### src/rtl/fetch_stage.sv
// fetch_stage: instruction-fetch stage and IF/ID pipeline register of the
// pipelined MIPS core. Holds the PC, drives the instruction-memory address,
// registers the fetched word into decode and applies stall/redirect requests.
//
// Build option:
//   FETCH_DELAY_SLOT_EN  defined   -> architectural branch delay slot; a
//                                     redirect still loads the fetched word
//                                     into IF/ID (zero-bubble redirect).
//                        undefined -> a redirect flushes IF/ID to NOP_WORD
//                                     with valid_d=0 (one-bubble redirect).
module fetch_stage #(
  parameter logic [31:0] RESET_PC = 32'h0000_0000,
  parameter logic [31:0] NOP_WORD = 32'h0000_0000
) (
  input  logic        clk,
  input  logic        reset,
  output logic [31:0] imem_addr,
  input  logic [31:0] imem_rdata,
  input  logic        stall_f,
  input  logic        pcsrc_d,
  input  logic [31:0] pcbranch_d,
  input  logic        jump_d,
  output logic [31:0] pc_f,
  output logic [31:0] instr_d,
  output logic [31:0] pcplus4_d,
  output logic        valid_d,
  output logic [5:0]  op_d,
  output logic [5:0]  funct_d
);

  typedef enum logic [1:0] {
    RUN      = 2'd0,
    HOLD     = 2'd1,
    REDIRECT = 2'd2
  } flow_e;

  logic [31:0] r_pc;
  logic [31:0] r_instr;
  logic [31:0] r_pcplus4;
  logic        r_valid;

  logic [31:0] w_pcplus4_f;
  logic [31:0] w_jump_target;
  logic [31:0] w_branch_target;
  logic [31:0] w_redirect_pc;
  logic        w_redirect;
  flow_e       w_flow;

  // Sequential PC increment wraps naturally at 32 bits.
  assign w_pcplus4_f     = r_pc + 32'd4;
  // Jump target is formed from the J instruction currently held in IF/ID.
  assign w_jump_target   = {r_pcplus4[31:28], r_instr[25:0], 2'b00};
  // Masking (rather than slicing) keeps every bit of the branch input consumed.
  assign w_branch_target = pcbranch_d & 32'hFFFF_FFFC;
  assign w_redirect      = jump_d | pcsrc_d;

  // Flow decision for this cycle: stall beats redirect, redirect beats run.
  always_comb begin
    w_flow = RUN;
    if (stall_f) begin
      w_flow = HOLD;
    end else if (w_redirect) begin
      w_flow = REDIRECT;
    end
  end

  // Redirect target select: jump wins over a simultaneous branch.
  always_comb begin
    w_redirect_pc = w_branch_target;
    if (jump_d) begin
      w_redirect_pc = w_jump_target;
    end
  end

  // PC and IF/ID register update; reset overrides any stall or redirect.
  always_ff @(posedge clk) begin
    if (reset) begin
      r_pc      <= RESET_PC;
      r_instr   <= NOP_WORD;
      r_pcplus4 <= '0;
      r_valid   <= 1'b0;
    end else begin
      unique case (w_flow)
        HOLD: begin
          r_pc      <= r_pc;
          r_instr   <= r_instr;
          r_pcplus4 <= r_pcplus4;
          r_valid   <= r_valid;
        end
        REDIRECT: begin
          r_pc <= w_redirect_pc;
`ifdef FETCH_DELAY_SLOT_EN
          r_instr   <= imem_rdata;
          r_pcplus4 <= w_pcplus4_f;
          r_valid   <= 1'b1;
`else
          r_instr   <= NOP_WORD;
          r_pcplus4 <= '0;
          r_valid   <= 1'b0;
`endif
        end
        default: begin
          r_pc      <= w_pcplus4_f;
          r_instr   <= imem_rdata;
          r_pcplus4 <= w_pcplus4_f;
          r_valid   <= 1'b1;
        end
      endcase
    end
  end

  assign pc_f      = r_pc;
  assign imem_addr = r_pc;
  assign instr_d   = r_instr;
  assign pcplus4_d = r_pcplus4;
  assign valid_d   = r_valid;
  assign op_d      = r_instr[31:26];
  assign funct_d   = r_instr[5:0];

endmodule

### config.mk
export PLATFORM = sky130hd
export DESIGN_NAME = fetch_stage
export DESIGN_NICKNAME = d
export VERILOG_FILES = /design/src/rtl/fetch_stage.sv
export SDC_FILE = /design/constraint.sdc
export NUM_CORES = 1
export LEC_CHECK = 0
export CELL_PAD_IN_SITES_DETAIL_PLACEMENT = 0
export CELL_PAD_IN_SITES_GLOBAL_PLACEMENT = 1
export CORE_ASPECT_RATIO = 1.25
export CORE_MARGIN = 2
export CORE_UTILIZATION = 37
export DETAILED_ROUTE_END_ITERATION = 8
export DONT_BUFFER_PORTS = 1
export GPL_TIMING_DRIVEN = 0
export HOLD_SLACK_MARGIN = 0.05
export PLACE_DENSITY = 0.8
export SYNTH_ARGS = -nofsm -noshare
export SYNTH_HDL_FRONTEND = slang
export SYNTH_SLANG_ARGS = --single-unit
### constraint.sdc
create_clock -name clk -period 1.91 [get_ports clk]
set_input_delay 0.382 -clock clk [delete_from_list [all_inputs] [get_ports clk]]
set_output_delay 0.382 -clock clk [all_outputs]
set_load 0.02 [all_outputs]
; ---- Word level (Yosys, flattened, before mapping)
; Index checks and enable logic that the tools add are counted.
[op_classes]
n_addsub = 1
eq_ne = 2
mux = 7
bitwise = 1
[op_table]
columns = op, count
row1 = one-hot mux 32 bit (2 select lines), 3
row2 = adder 32 x 3 -> 32 bit (second input constant), 1
row3 = 2-to-1 mux 32 bit, 1
row4 = 2-to-1 mux 2 bit, 2
row5 = == test 2 x 1 -> 1 bit (second input constant), 1
row6 = == test 2 bit (second input constant), 1
row7 = one-hot mux 1 bit (2 select lines), 1
row8 = OR 1 bit, 1
[totals]
ff_bits = 97
inputBits = 69
output_inout_bits = 141
word_cells = 15

; ---- Longest topological paths before layout
; Gate-level depths: netlist (run 1).
[depth]
depth_word = 5
mapped_depth = 8
ltp_nobuf = 6

; ---- Least setup slack after synthesis (run 1)
; OpenSTA, ideal clock, no wires.
[synth_timing]
kind = register -> register
start = register r_pc[7], in the netlist imem_addr[7]
end = register r_pc[29], in the netlist imem_addr[29]
arrival_time_ps = 1850
required_time_ps = 1788
path_slack_ps = -61
stages_incl_launch_ff = 7
n_path_buf = 1
synth_period_minus_slack_ps = 1971
path_cell_list = dfxtp_1 clkbuf_2 nand4_2 nor3_2 nand4b_1 xnor2_1 a221o_1
[synth_between]
elab_chain_cells = 2
[synth_lines]
columns = element, line_no
row1 = "start, declared", 37  ; logic [31:0] r_pc;
row2 = "start signal, assigned", 85  ; r_pc <= r_pc;
row3 = "start signal, assigned", 91  ; r_pc <= w_redirect_pc;
row4 = "start signal, assigned", 103  ; r_pc <= w_pcplus4_f;
row5 = adder 32 x 3 -> 32 bit, 50  ; assign w_pcplus4_f = r_pc + 32'd4;
row6 = one-hot mux 32 bit (2 select lines), 83  ; unique case (w_flow)
; Every way passes these cells.
; A chain may end at the register's enable or synchronous reset.

; ---- Final worst setup path (run 1)
[layout_timing]
start = register r_pc[15], in the netlist imem_addr[15]
end = register r_pc[29], in the netlist imem_addr[29]
; The elaborated chain is that of the path after synthesis.

==> results.md, run 1 <==
* Initial Util at a little under two fifths
* Place WS at -538.0 ps
* Cells after Synth at approximately 580
* Number of different library cells in the post-synthesis netlist at 49
* Adder-cell area share of the yosys netlist at less than 1%
* Synth Register Bits at 94
* Cell Rows at 45
* Core Util, Final at 44.00%
* Global routing usage summed across all routing layers at 22.36%
* CP Launch Type: flip-flop
* Compound-cell area share of the yosys netlist at a little over 20%
* Number of hold violations in the final report at 0
* Count of input and output buffers at 0
* Pin slew with the least headroom to its limit at 689.4 ps
* Worst supply voltage drop on vdd at 0.4227 mV
* Die height at roughly 130 um
* Deepest level of the CTS H-tree at 3
* Die ar. at 0.01339 mm^2
* Average detailed-routed wire length per instance at 20.29 um
* Gpl congestion at ~0.86
* Clock tree root driver cell: sky130_fd_sc_hd__clkbuf_16
* Cell Area, Synth at 0.004614 mm^2
* Fraction of registers with async set/reset at 0%
* Vias after detailed routing at 4,210
* Clock tree from TritonCTS: yes
* Final setup viols at 0
* Main combinational cell family by area after synthesis: compound AO/OA/AOI/OAI gates
* Source of the worst hold timing path: imem_rdata[13]
* Max Cap Violations at 0
* Count of filler cells inserted in the layout at 1,251
* Leftover overflow at the end of global routing at 0
* Critical Path AT at between 2000 and 2500 ps
* Number of nets with antenna violations after routing at 0
* Detailed Routing Iterations Pass 1 at 5
* Fraction of final layout cells with drive strength greater than 1 at 18.60%
* N_diodes at 0
* Class of the tightest hold or removal check: in -> reg
* I/O Pins at 210
* FF-to-FF End: imem_addr[29]$_SDFFE_PP0P_
* Mux share of post-synthesis cell area at 0.2169%
* Iteration-0 DRC count of the detailed router at 244
* Total of warnings raised by yosys at 0
* Global-route wire length before repair at between 20 and 25 mm
* Final #Nets at 668
* Normalized max-slew margin at 53.69%
* Top cells by area, synth: sky130_fd_sc_hd__dfxtp_1 (41%), sky130_fd_sc_hd__buf_4 (7.6%), sky130_fd_sc_hd__a21oi_1 (6.6%)
* # DRC at 0
* Period Utilization, post-route at a little over nine tenths
* Endpoint, Worst Hold: instr_d[13]$_SDFFE_PP0P_
* Highest net fanout along the worst path at 7
* Core Footprint at 0.01216 mm^2
* Post-place instance area at 0.004837 mm^2
* Wirelength, routed at 15.54 mm
* Area fraction in and, or, nand and nor cells after synthesis at 20.58%
* Mean number of vias per cell at 5.496
* Type of element capturing the critical path: flip-flop
* Slack of the worst reg-to-reg path at 30 ps
* Clock period minus worst slack at about 1900 ps
* Skew final at 10.46 ps
* Vias in the first global route at 3,956
* Number of sinks handled by clock tree synthesis at 94
* Worst skew pair latency at 350 ps
* HPWL after DPL at approximately 12 mm
* Design Area, Final at 0.005351 mm^2
* Cells after DPL at 743
* Chip width at 103.9 um
* Post-synth EDFFs at 0
* Worst hold path cell count at 2
* Per-instance average area after synthesis at between 8 and 9 um^2
* Number of cells on the worst reg-to-reg path at 5
* Final count of pins violating max slew at 0
* Number of CTS-inserted buffers at 9
* Clock-pin slew of the registers on the worst-case setup and hold paths at 70 ps
* Synthesis-to-layout area growth at 15.97%
* Setup repair after global routing missed its margin: true
* Seq/Total Area, Yosys at 40.78%
* Clock Path Buffers at 2
* Largest net degree at the start of global routing at 15
* Number of cells in the finished layout apart from fillers at 766
* Fraction of synthesized cell area taken by the top area cell type at 40.78%
* Maximum operating frequency at around 530 MHz
* Total Power Consumption at between 4 and 5 mW
* Post-synthesis cell type with the largest combined area: sky130_fd_sc_hd__dfxtp_1
* Final WS setup at roughly 29 ps
* CP Class: reg -> reg
* Required time at the endpoint of the critical path at 2150 ps
* Antenna violations before repair at 0
* Power per standard cell area at 827.2 mW/mm^2
* Status: completed
* Top FF cell, synth: sky130_fd_sc_hd__dfxtp_1
* Xor/xnor share of the synthesized area at 4.935%
* Reg-to-reg startpoint: imem_addr[15]$_SDFFE_PP0P_
* Leakage power figure at ~1.9 nW
==> layout make-up <==
cell class,instances,area [um^2],area share [%]
multi-input cells,387,2245,41.95
well taps,164,205.2,3.834
inverters,5,18.77,0.3507
repair buffers,8,63.81,1.192
flip-flops and latches,94,1944,36.33
clock inverters,3,45.04,0.8417
clock buffers,12,246.5,4.606
plain buffers,93,583.1,10.90
==> how the worst max path moves through the flow <==
stage	end	startpoint	slack, ps	depth (start not counted)
3_3_place_gp	imem_addr[28]$_SDFFE_PP0P_	imem_addr[2]$_SDFFE_PP0P_	-570	6
4_1_cts	imem_addr[17]$_SDFFE_PP0P_	imem_addr[6]$_SDFFE_PP0P_	2	6
2_1_floorplan	imem_addr[17]$_SDFFE_PP0P_	imem_addr[7]$_SDFFE_PP0P_	2	6
6_report	imem_addr[29]$_SDFFE_PP0P_	imem_addr[15]$_SDFFE_PP0P_	30	5
5_1_grt	pcplus4_d[23]$_SDFFE_PP0P_	imem_addr[7]$_SDFFE_PP0P_	-50	9
3_5_place_dp	pcplus4_d[30]$_SDFFE_PP0P_	imem_addr[2]$_SDFFE_PP0P_	-540	6
==> metal layers <==
| layer | global-route usage, % | share of wire [%] |
|---|---|---|
| met4 | 7.870 | 2.2 |
| met2 | 39.36 | 50 |
| met3 | 5.370 | 7.1 |
| met1 | 26.76 | 41 |
| met5 | 0 | 0 |
==> kinds of logic after synthesis <==
| group | after synthesis |
|---|---|
| simple gates | 195 |
| mux | 1 |
| buf+inv | 98 |
| xor+xnor | 26 |
| other cells | 1 |
| flops | 94 |
| compound gates | 160 |
| fa+ha+maj | 1 |
==> placed cells by master, fill, tap and decap left out, drive strengths merged, types with 2 or more instances in the layout <==
cell type / n
o21ai: 38
o32a: 4
and2: 2
nor2: 60
o22ai: 11
conb: 4
a22oi: 37
nor4: 2
and4: 2
nor3b: 2
nand3: 11
clkinvlp: 2
buf: 66
dfxtp: 94
nor2b: 2
o21a: 2
inv: 5
nand4: 10
nand2: 66
or3: 2
nand3b: 20
and3: 5
a21oi: 61
xnor2: 11
nor3: 6
clkbuf: 47
xor2: 15
or2: 2
==> state kept, by name, indices dropped and copies added, names as in the netlist <==
register,cells
instr_d,32
imem_addr,30
pcplus4_d,31
valid_d,1
==> cells in the mapped netlist (3+ instances only) <==
library cell	instances
sky130_fd_sc_hd__xnor2_1	11
sky130_fd_sc_hd__o22ai_1	11
sky130_fd_sc_hd__nand4_1	9
sky130_fd_sc_hd__inv_1	5
sky130_fd_sc_hd__clkbuf_1	35
sky130_fd_sc_hd__buf_6	3
sky130_fd_sc_hd__a22oi_1	37
sky130_fd_sc_hd__xor2_1	15
sky130_fd_sc_hd__nand2_1	66
sky130_fd_sc_hd__nand3b_1	20
sky130_fd_sc_hd__a21oi_1	61
sky130_fd_sc_hd__dfxtp_1	94
sky130_fd_sc_hd__and3_1	5
sky130_fd_sc_hd__nand3_1	10
sky130_fd_sc_hd__buf_4	47
sky130_fd_sc_hd__nor3_1	4
sky130_fd_sc_hd__buf_2	4
sky130_fd_sc_hd__o21ai_0	35
sky130_fd_sc_hd__o32a_1	4
sky130_fd_sc_hd__nor2_1	60
sky130_fd_sc_hd__o21ai_1	3
==> power by group <==
part	internal, mW	switching (mW)
Clock	1.04	0.764
Sequential	2.01	0.161
Combinational	0.165	0.282
Total	3.22	1.21
==> stage by stage <==
stage | hold slack (ps) | TNS (ps)
2_1_floorplan | 516.9 | 0
3_3_place_gp | 533.0 | -14650
3_5_place_dp | 539.2 | -15000
4_1_cts | 181.9 | 0
5_1_grt | 183.3 | -189.7
6_report | 181.6 | 0
==> worst max-delay path: stages, from the launching register on <==
cell	delay, ps
sky130_fd_sc_hd__dfxtp_4	420
sky130_fd_sc_hd__nand4_1	250
sky130_fd_sc_hd__nor4_4	390
sky130_fd_sc_hd__nand4b_1	200
sky130_fd_sc_hd__xnor2_2	190
sky130_fd_sc_hd__a221o_1	320
==> repair_timing <==
item	4_1_cts	5_1_grt
setup buffers	5	3
resized for setup	35	25
hold buffers	0	0
endpoints found under the hold margin	0	0
endpoints found under the setup margin	45	33
pin swaps	3	6
Note: power is estimated with default switching activity, not from simulation.
==> run 2: changes to the inputs <==
Settings changed: CORE_MARGIN 2 to 1, TNS_END_PERCENT set to 50.
==> run 2 against run 1 <==
Compared with the run above:
- the run now ends with setup timing left
- via count increased by 1.4%
- cell count increased by 0.78%
- global-route usage increased by 1.1 points
- non-clock buffer count increased by 5
- clock power increased by 8%
- maximum frequency decreased by 3.2%
- sequential cell count unchanged
- total power increased by 3.3%
- count of clock-buffer cells in the layout increased by 1
- utilization increased by 0.55 points
- critical path depth increased by 1
- combinational power about the same
- largest power group unchanged
==> results.md, run 2 (synthesis gave the netlist of run 1 again) <==
* Status: finished, violations left
* Failing checks: setup timing
* Number of cells on the worst reg-to-reg path at 6
* Worst skew pair latency at 350 ps
* Required time at the endpoint of the critical path at 2110 ps
* Post-place instance area at ~0.0048 mm^2
* # DRC at 0
* Count of input and output buffers at 0
* Power per standard cell area at 844.4 mW/mm^2
* Reg-to-reg startpoint: imem_addr[6]$_SDFFE_PP0P_
* Most common cell after layout, fill and taps aside: sky130_fd_sc_hd__dfxtp_1
* Number of CTS-inserted buffers at 9
* Comb pwr share at 9.9%
* Slack of the worst reg-to-reg path at -30 ps
* Fraction of final layout cells with drive strength greater than 1 at 19.41%
* Gpl congestion at about 0.86
* Max Cap Violations at 0
* Antenna violations before repair at 0
* CP Launch Type: flip-flop
* Global routing usage summed across all routing layers at between 20% and 30%
* Largest net degree at the start of global routing at 15
* Final WS setup at -33.67 ps
* Core Util, Final at around 45%
* Portion of total power attributed to the clock network at between 40% and 50%
* Switching power share of the total at 26.44%
* Period Utilization, post-route at 101.8%
* Clock tree from TritonCTS: yes
* Synthesis-to-layout area growth at 17.41%
* Chip width at between 100 and 150 um
* Final #Nets at 673
* Die height at 126.9 um
* Vias in the first global route at 4,009
* Leakage power figure at 1.994 nW
* Endpoint of the worst setup timing path: imem_addr[17]$_SDFFE_PP0P_
* Normalized max-slew margin at 56.40%
* N_diodes at 0
* Pin slew with the least headroom to its limit at 649.1 ps
* Switching power at 1.210 mW
* Number of nets with antenna violations after routing at 0
* Most frequent cells in the layout: sky130_fd_sc_hd__dfxtp_1 (73), sky130_fd_sc_hd__nand2_1 (66), sky130_fd_sc_hd__buf_4 (61), sky130_fd_sc_hd__a21oi_1 (61), sky130_fd_sc_hd__nor2_1 (59)
* Leftover overflow at the end of global routing at 0
* Final count of pins violating max slew at 0
* FF-to-FF End: imem_addr[17]$_SDFFE_PP0P_
* Deepest level of the CTS H-tree at 3
* Core Footprint at between 0.01 and 0.015 mm^2
* Die ar. at 0.01292 mm^2
* Vias after detailed routing at 4,270
* Hold-fix buffers at CTS at 0
* Part of the power in registers at 47.4%
* Clock tree root driver cell: sky130_fd_sc_hd__clkbuf_16
* Number of hold violations in the final report at 0
* Detailed Routing Iterations Pass 1 at 5
* Critical Path AT at 2150 ps
* Timing startpoint of the critical path: imem_addr[6]$_SDFFE_PP0P_
* Skew final at 7.220 ps
* HPWL after DPL at 11.42 mm
* Maximum operating frequency at roughly 510 MHz
* Global-route wire length before repair at 22.61 mm
* Highest net fanout along the worst path at 8
* Type of element capturing the critical path: flip-flop
* Setup repair after global routing missed its margin: true
* Wirelength, routed at 15.36 mm
* Worst supply voltage drop on vdd at 0.4711 mV
* Design Area, Final at 0.005418 mm^2
* Final setup viols at 1
* Mean number of vias per cell at 5.531
* Clock Path Buffers at 2
* Class of the tightest hold or removal check: in -> reg
* Number of sinks handled by clock tree synthesis at 94
* Cell Rows at 45
* Initial Util at 37.94%
* Clock period minus worst slack at 1944 ps
* CP Class: reg -> reg
* Internal power of the cells at about 3.4 mW
* I/O Pins at 210
* Clock-pin slew of the registers on the worst-case setup and hold paths at 60 ps
* Max reg flops at 32
* Iteration-0 DRC count of the detailed router at 224
* Average detailed-routed wire length per instance at 19.89 um
run 2: worst min-delay path by stage:
stage | slack (ps) | start | cells past startpoint | to
finish | 180 | imem_rdata[11] | 2 | instr_d[11]$_SDFFE_PP0P_
floorplan | 520 | pcplus4_d[17]$_SDFFE_PP0P_ | 2 | pcplus4_d[17]$_SDFFE_PP0P_
global route | 180 | imem_rdata[15] | 2 | instr_d[15]$_SDFFE_PP0P_
detailed placement | 540 | pcplus4_d[17]$_SDFFE_PP0P_ | 2 | pcplus4_d[17]$_SDFFE_PP0P_
global placement | 530 | imem_rdata[14] | 2 | instr_d[14]$_SDFFE_PP0P_
CTS | 180 | imem_rdata[7] | 2 | instr_d[7]$_SDFFE_PP0P_
run 2: what timing repair did:
item                                    4_1_cts  5_1_grt
hold endpoints to repair                      0        0
endpoints found under the setup margin       45       38
gates resized for setup                      35       19
pin swaps                                     4        5
buffers inserted                              5        8
run 2: power groups by stage:
stage | Combinational [mW] | Sequential (mW) | Clock, mW
6_report | 0.451 | 2.17 | 1.95
2_1_floorplan | 0.344 | 2.18 | 0
3_3_place_gp | 0.431 | 2.21 | 0
4_1_cts | 0.442 | 2.17 | 1.98
3_5_place_dp | 0.438 | 2.21 | 0
5_1_grt | 0.492 | 2.18 | 2.05
run 2: stage by stage:
stage,TNS [ps],total power [mW],std cells,worst slack (ps),hold WS [ps]
detailed placement,-17220,2.648,743,-602.2,539.2
global route,-510.5,4.726,772,-102.3,181.7
global placement,-15080,2.641,743,-601.2,532.8
finish,-33.67,4.574,772,-33.67,184.0
floorplan,0,2.525,579,1.813,516.9
CTS,-29.04,4.591,764,-29.04,178.3
run 2: area by class of cell:
cell class              count  area [um^2]
flip-flops and latches     94         1936
clock buffers              13        250.2
repair buffers             13        97.59
fillers                  1305         6744
plain buffers              93        581.8
clock inverters             3        67.56
inverters                   5        18.77
well taps                 164        205.2
multi-input cells         387         2261
run 2: routing by layer:
metal  global-route usage (%)  share of wire (%)  wire (um)
met4                    8.487                2.4        371
met2                    40.10                 50       7703
met3                    6.171                6.9       1066
met5                        0                  0          0
met1                    28.09                 40       6216
run 2: critical path, cell delays in order (launching register included):
cell                       delay [ps]
sky130_fd_sc_hd__dfxtp_4          390
sky130_fd_sc_hd__clkbuf_4         190
sky130_fd_sc_hd__inv_1            110
sky130_fd_sc_hd__or4_4            590
sky130_fd_sc_hd__o21a_1           210
sky130_fd_sc_hd__o21ai_1          190
sky130_fd_sc_hd__o21ai_0          110
